`src/rtl/id_ex_operand_stage.sv`:
```
// ID/EX pipeline register feeding the ALU: captures decoded operands and control,
// forwards EX/MEM and MEM/WB results onto the operands, and detects load-use hazards.
module id_ex_operand_stage #(
    parameter int DATA_WIDTH    = 32,
    parameter int OPCODE_LENGTH = 4,
    parameter int REG_ADDR      = 5
) (
    input  logic                     clk,
    input  logic                     reset,
    input  logic                     flush,
    input  logic                     id_valid,
    input  logic [REG_ADDR-1:0]      id_rs1,
    input  logic [REG_ADDR-1:0]      id_rs2,
    input  logic [REG_ADDR-1:0]      id_rd,
    input  logic [DATA_WIDTH-1:0]    id_rs1_data,
    input  logic [DATA_WIDTH-1:0]    id_rs2_data,
    input  logic [DATA_WIDTH-1:0]    id_imm,
    input  logic                     id_alu_src,
    input  logic [OPCODE_LENGTH-1:0] id_alu_op,
    input  logic [2:0]               id_ctrl,
    input  logic                     exmem_reg_write,
    input  logic [REG_ADDR-1:0]      exmem_rd,
    input  logic [DATA_WIDTH-1:0]    exmem_result,
    input  logic                     memwb_reg_write,
    input  logic [REG_ADDR-1:0]      memwb_rd,
    input  logic [DATA_WIDTH-1:0]    memwb_result,
    output logic                     stall,
    output logic                     ex_valid,
    output logic [DATA_WIDTH-1:0]    SrcA,
    output logic [DATA_WIDTH-1:0]    SrcB,
    output logic [OPCODE_LENGTH-1:0] Operation,
    output logic [DATA_WIDTH-1:0]    ex_store_data,
    output logic [REG_ADDR-1:0]      ex_rd,
    output logic [2:0]               ex_ctrl
);

    localparam logic [REG_ADDR-1:0] REG_ZERO = {REG_ADDR{1'b0}};

    logic                     valid_r;
    logic [REG_ADDR-1:0]      rs1_r;
    logic [REG_ADDR-1:0]      rs2_r;
    logic [REG_ADDR-1:0]      rd_r;
    logic [DATA_WIDTH-1:0]    rs1_data_r;
    logic [DATA_WIDTH-1:0]    rs2_data_r;
    logic [DATA_WIDTH-1:0]    imm_r;
    logic                     alu_src_r;
    logic [OPCODE_LENGTH-1:0] alu_op_r;
    logic [2:0]               ctrl_r;

    logic                     load_use_s;
    logic                     stall_s;
    logic [DATA_WIDTH-1:0]    fwd1_s;
    logic [DATA_WIDTH-1:0]    fwd2_s;

    // Newer producer (EX/MEM) wins; x0 is hard-wired and never forwarded.
    function automatic logic [DATA_WIDTH-1:0] forward_operand(
        input logic [REG_ADDR-1:0]   rs,
        input logic [DATA_WIDTH-1:0] stored,
        input logic                  em_we,
        input logic [REG_ADDR-1:0]   em_rd,
        input logic [DATA_WIDTH-1:0] em_res,
        input logic                  mw_we,
        input logic [REG_ADDR-1:0]   mw_rd,
        input logic [DATA_WIDTH-1:0] mw_res
    );
        logic [DATA_WIDTH-1:0] r;
        if (em_we && (em_rd != REG_ZERO) && (em_rd == rs)) begin
            r = em_res;
        end else if (mw_we && (mw_rd != REG_ZERO) && (mw_rd == rs)) begin
            r = mw_res;
        end else begin
            r = stored;
        end
        return r;
    endfunction

    // Load-use hazard detection; a flush overrides it since ID is wrong-path.
    always_comb begin
        load_use_s = id_valid && valid_r && ctrl_r[1] && (rd_r != REG_ZERO) &&
                     ((id_rs1 == rd_r) || (id_rs2 == rd_r));
        if (flush) begin
            stall_s = 1'b0;
        end else begin
            stall_s = load_use_s;
        end
    end

    // Stage register: reset > flush > stall > normal capture.
    always_ff @(posedge clk) begin
        if (reset) begin
            valid_r    <= 1'b0;
            rs1_r      <= REG_ZERO;
            rs2_r      <= REG_ZERO;
            rd_r       <= REG_ZERO;
            rs1_data_r <= {DATA_WIDTH{1'b0}};
            rs2_data_r <= {DATA_WIDTH{1'b0}};
            imm_r      <= {DATA_WIDTH{1'b0}};
            alu_src_r  <= 1'b0;
            alu_op_r   <= {OPCODE_LENGTH{1'b0}};
            ctrl_r     <= 3'b000;
        end else if (flush || stall_s) begin
            valid_r  <= 1'b0;
            rd_r     <= REG_ZERO;
            alu_op_r <= {OPCODE_LENGTH{1'b0}};
            ctrl_r   <= 3'b000;
        end else begin
            valid_r    <= id_valid;
            rs1_r      <= id_rs1;
            rs2_r      <= id_rs2;
            rd_r       <= id_rd;
            rs1_data_r <= id_rs1_data;
            rs2_data_r <= id_rs2_data;
            imm_r      <= id_imm;
            alu_src_r  <= id_alu_src;
            alu_op_r   <= id_valid ? id_alu_op : {OPCODE_LENGTH{1'b0}};
            ctrl_r     <= id_valid ? id_ctrl : 3'b000;
        end
    end

    // Operand forwarding on the registered source indices.
    always_comb begin
        fwd1_s = forward_operand(rs1_r, rs1_data_r, exmem_reg_write, exmem_rd, exmem_result,
                                 memwb_reg_write, memwb_rd, memwb_result);
        fwd2_s = forward_operand(rs2_r, rs2_data_r, exmem_reg_write, exmem_rd, exmem_result,
                                 memwb_reg_write, memwb_rd, memwb_result);
    end

    assign stall         = stall_s;
    assign ex_valid      = valid_r;
    assign SrcA          = fwd1_s;
    assign SrcB          = alu_src_r ? imm_r : fwd2_s;
    assign Operation     = alu_op_r;
    assign ex_store_data = fwd2_s;
    assign ex_rd         = rd_r;
    assign ex_ctrl       = ctrl_r;

endmodule
```
`config.mk`:
```
export PLATFORM = sky130hd
export DESIGN_NAME = id_ex_operand_stage
export DESIGN_NICKNAME = d
export VERILOG_FILES = /design/src/rtl/id_ex_operand_stage.sv
export SDC_FILE = /design/constraint.sdc
export NUM_CORES = 1
export LEC_CHECK = 0
export BUFFER_PORTS_ARGS = -buffer_cell sky130_fd_sc_hd__buf_4
export CELL_PAD_IN_SITES_DETAIL_PLACEMENT = 0
export CELL_PAD_IN_SITES_GLOBAL_PLACEMENT = 1
export CORE_MARGIN = 5
export CORE_UTILIZATION = 34
export CTS_BUF_LIST = sky130_fd_sc_hd__clkbuf_4 sky130_fd_sc_hd__clkbuf_8
export DETAILED_ROUTE_END_ITERATION = 12
export PLACE_DENSITY_LB_ADDON = 0.1
export SKIP_LAST_GASP = 1
export SYNTH_ARGS = -nofsm -noshare
export SYNTH_HDL_FRONTEND = slang
export SYNTH_SLANG_ARGS = --single-unit
```
`constraint.sdc`:
```
create_clock -name clk -period 1.8 [get_ports clk]
set_input_delay 0.18 -clock clk [delete_from_list [all_inputs] [get_ports clk]]
set_output_delay 0.18 -clock clk [all_outputs]
set_load 0.01 [all_outputs]
```
; ---- Yosys cells after proc, flatten, opt, wreduce, memory -nomap -nowiden
; Cells that the tools add are included.
[totals]
wordCells = 40
input_bits = 199
output_inout_bits = 110
reg_bits = 120
[classes]
n_mux = 6
reduce_logical = 17
n_bitwise = 1
n_eq_ne = 6
[ops]
columns = operator, n
row1 = $mux W32, 5
row2 = $eq A5 B5 Y1, 6
row3 = $reduce_bool A5 Y1, 3
row4 = $logic_and A1 B1 Y1, 10
row5 = $reduce_or A3 Y1, 1
row6 = $logic_or A1 B1 Y1, 2
row7 = $reduce_or A2 Y1, 1
row8 = $mux W1, 1
row9 = $not A1 Y1, 1

; ---- Depth between registers and ports, before layout
[depth]
ltp_word = 7
ltp_mapped = 7
ltp_nobuf = 5

; ---- Least setup slack after synthesis
; Ideal clock, no wire load.
[synth_path]
kind = flip-flop to output port
start = register rs2_r[3]
end = output SrcB[10]
arrival_ps = 1795
slack_ps = -175
path_buffers = 2
required_ps = 1620
path_stages_with_launch = 8
cell_sequence = dfxtp_1 xnor2_1 and4_1 clkbuf_1 clkbuf_1 nand4_1 a31oi_1 mux2_2
[synth_between]
elab_chain_len = 5
word_cells_on_any_way = 7
cone_classes = eq/ne (2) / mux (3) / reduce/logical (2)
[synth_lines]
columns = item, line
row1 = start: declaration, 41  ; logic [REG_ADDR-1:0] rs2_r;
row2 = start signal: assignment, 109  ; rs2_r <= id_rs2;
row3 = $eq A5 B5 Y1, 69  ; end else if (mw_we && (mw_rd != REG_ZERO) && (mw_rd == rs)) begin
row4 = $logic_and A1 B1 Y1, 69
row5 = $mux W32, 69
row6 = $mux W32 *, 67  ; if (em_we && (em_rd != REG_ZERO) && (em_rd == rs)) begin
row7 = net ex_store_data[10], 32  ; output logic [DATA_WIDTH-1:0] ex_store_data,
row8 = $mux W32 *, 131  ; assign SrcB = alu_src_r ? imm_r : fwd2_s;
row9 = end: declaration, 30  ; output logic [DATA_WIDTH-1:0] SrcB,
; The timed path passes the listed nets; every way through them passes the cells marked *.

; ---- Worst setup path in the final report
[layout_path]
start = register rs2_r[1]
end = output SrcB[22]
[layout_between]
elab_chain_len = 5
word_cells_on_any_way = 7
cone_classes = eq/ne (2) / mux (3) / reduce/logical (2)
[layout_lines]
columns = item, line
row1 = $eq A5 B5 Y1, 69
row2 = $logic_and A1 B1 Y1, 69
row3 = $mux W32, 69
row4 = $mux W32 *, 67
row5 = $mux W32 *, 131
; Mark *: on every way between the ends. The rest lies on a longest branch, timed or not.

==> flow_metrics.tcl <==
set metrics [dict create \
    synth_area_leaders "dfxtp_1 26%, a211o_1 10%, nor4b_1 10%" \
    synth_edf_count 0 \
    start_util_pct 34.5 \
    cts.sinks 120 \
    grt_pass1_wl_mm 68.7 \
    tns_ns -97.05 \
    combPwrFrac_pct 41.7 \
    syn_to_final_growth_pct 85.7 \
    p_per_area_nw_per_um2 592 \
    maxSlewViolCount 0 \
    dieArea_sq_um 30900 \
    switchingPower_w 0.00355 \
    synth.most_common_cell "nand2_1" \
    numCtsBuffers 17 \
    path_class "flip-flop to primary output" \
    cts-htree-levels 4 \
    vdd_ir_drop_max_v 0.000393 \
    max_freq_mhz 379 \
    clkLatencyLatePin_ns 0.46 \
    dr.pass1.iters 8 \
    outcome "finished, violations left" \
    slowest_stage "dfxtp_2" \
    routedWlPerCell_um 23.5 \
    p_sw_share_pct 34.6 \
    yosysTopAreaCell "dfxtp_1" \
    synth_commonest_cells "216 x nand2_1, 120 x dfxtp_1, 112 x clkbuf_1" \
    start_kind "flip-flop" \
    ios 309 \
    rows 60 \
    avgSynthCellArea_sq_um 7.53 \
    cts_tree "yes" \
    place_ws_ns -0.764 \
    synthDistinctLibCells 31 \
    synth_fp_nets 1439 \
    track_usage_pct 28.9 \
    min_period_over_period_pct 147 \
    tightest_slew_ns 0.520 \
    ctsLongestPathBuffers 2 \
    routed_via_density 5.78 \
    min_period_ns 2.64 \
    drive_gt1_share_pct 49.3 \
    dp_hpwl_mm 32.2 \
    yosys_register_bits 120 \
    vias 11800 \
    clk_pin_slew_worst_paths_ns 0.09 \
    gp_congestion 0.927 \
    critPathMaxStageDelay_ns 0.35 \
    synthCells 1240 \
    max_slew_margin_pct 65.3 \
    p_clk_share_pct 27.1 \
    cp_max_fo 6 \
    end_kind "primary output" \
    worst_slack_ns -0.839 \
    holdWs_ns 0.204 \
    antenna_found_initial 9 \
    p_leak_nw 7.29 \
    layout.nets 1887 \
    synth_ff_type "dfxtp_1" \
    hold_viol 0 \
    yosysSeqAreaShare_pct 25.7 \
    syn_area_sq_um 9340 \
    cp_cell_sequence "xnor2_2, nand4_1, buf_6, buf_12, buf_4, o31ai_4, a31oi_4, mux2_4, buf_4" \
    hold_start "id_rs2_data[11]" \
    cp_data_required_time_ns 1.62 \
    numPortBuffers 308 \
    overflow 0 \
    root_buffer "clkbuf_8" \
    ys.warnings.count 0 \
    wl_mm 48.0 \
    fin_worst_skew_ns 0.0164 \
    die_x_um 176 \
    async_reset_ff_share_pct 0 \
    cp.arrival_ns 2.46 \
    placeableCoreArea_sq_um 27000 \
    setup_viol 217 \
    grt_pass1_vias 11200 \
    yosys.area.top_type_share_pct 25.7 \
    maxCapViolCount 0 \
    drtAntennaViolNets 0 \
    seqPwrFrac_pct 31.2 \
    rsz0062_at_grt "true" \
    die_h_um 176 \
    p_total_w 0.0103 \
    crit_top_cell "buf_4" \
    crit_path_start "rs2_r[1]$_SDFFE_PP0N_" \
    power.internal_w 0.00671 \
    hp-class "input pin to flip-flop" \
    grt_max_degree 61 \
    r2r-start "ex_rd[1]$_SDFF_PP0_" \
    initialDrtViolationCount 1298 \
    drc_errors 0 \
    violations "setup timing" \
]
==> routing by layer <==
| metal | routed length [um] | vias up | share of wire, % | GRT usage (%) |
|---|---|---|---|---|
| met5 | 89 | - | 0.19 | 0 |
| met4 | 1480 | 12 | 3.1 | 11.4 |
| met3 | 4460 | 93 | 9.3 | 8.95 |
| met2 | 22600 | 542 | 47 | 46.7 |
| met1 | 19400 | 5627 | 40 | 35.9 |
| li1 | - | 5550 | - | - |
==> per-stage QoR <==
| stage | area [sq um] | util [%] | cells |
|---|---|---|---|
| floorplan | 9730 | - | 1240 |
| global placement | 13500 | 50.1 | 1917 |
| detailed placement | 13500 | 50.1 | 1917 |
| CTS | 16200 | 60.1 | 2015 |
| global route | 17300 | 64.1 | 2045 |
| finish | 17300 | 64.2 | 2046 |
==> sequential cells by signal, indices dropped and copies added, names as in the netlist, 3 cells and up <==
| signal | flops |
|---|---|
| imm_r | 32 |
| rs1_data_r | 32 |
| rs2_data_r | 32 |
| ex_rd | 5 |
| rs1_r | 5 |
| rs2_r | 5 |
| Operation | 4 |
| ex_ctrl | 3 |
==> power by group through the flow <==
stage	registers, W	logic, W	clock network [W]
floorplan	0.00310	0.00162	0
global placement	0.00319	0.00331	0
detailed placement	0.00320	0.00333	0
CTS	0.00317	0.00394	0.00282
global route	0.00323	0.00451	0.00295
finish	0.00320	0.00428	0.00278
==> logic make-up after synthesis <==
group                     share of synthesized area (%)
xor gates and xnor gates                           2.81
DFF                                                25.7
buffers and inverters                              6.65
muxes                                              7.29
AOI/OAI and AO/OA                                  22.7
and+or+nand+nor                                    34.8
==> path summary, 6_finish.rpt <==
path / endpoint / slack, ns / depth (start not counted)
setup reg to reg: rs1_data_r[17]$_SDFFE_PP0N_ / -0.37 / 10
hold / removal: rs2_data_r[11]$_SDFFE_PP0N_ / 0.20 / 3
hold reg to reg: imm_r[31]$_SDFFE_PP0N_ / 0.66 / 3
setup / recovery: SrcB[22] / -0.84 / 9
==> layout by cell type, fill, tap and decap left out, types with 17 or more instances in the layout <==
cell type,n
nor3_2,17
a31oi_4,29
o31ai_4,24
buf_6,97
clkbuf_8,20
dfxtp_1,107
buf_12,46
nor2_1,18
o21ai_0,97
a211o_1,107
nand2_1,212
nor3b_1,107
buf_4,380
nor4b_1,96
a21oi_2,21
nand4_1,35
==> critical path: cells and delay by family (launching register included) <==
family,cells,cell delay [ns]
AO/OA/AOI/OAI,2,0.41
XOR/XNOR,1,0.15
buffers and inverters,4,0.63
flip-flops,1,0.35
multiplexers,1,0.31
AND/OR/NAND/NOR,1,0.14
==> cell type report <==
| cell class | instances | area (sq um) |
|---|---|---|
| flip-flops and latches | 120 | 2430 |
| fillers | 2209 | 9690 |
| clock buffers | 19 | 262 |
| well taps | 341 | 427 |
| multi-input cells | 970 | 8080 |
| repair buffers | 579 | 5970 |
| diodes | 4 | 10.0 |
| clock inverters | 13 | 169 |
==> what timing repair did <==
| item | CTS | global route |
|---|---|---|
| gates resized for setup | 233 | 193 |
| pin swaps | 36 | 61 |
| endpoints found under the hold margin | 13 | 0 |
| cloned | 22 | 9 |
| buffers inserted | 37 | 35 |
| endpoints found under the setup margin | 212 | 217 |
| hold buffers | 13 | 0 |
Note: power is estimated with default switching activity, not from simulation.
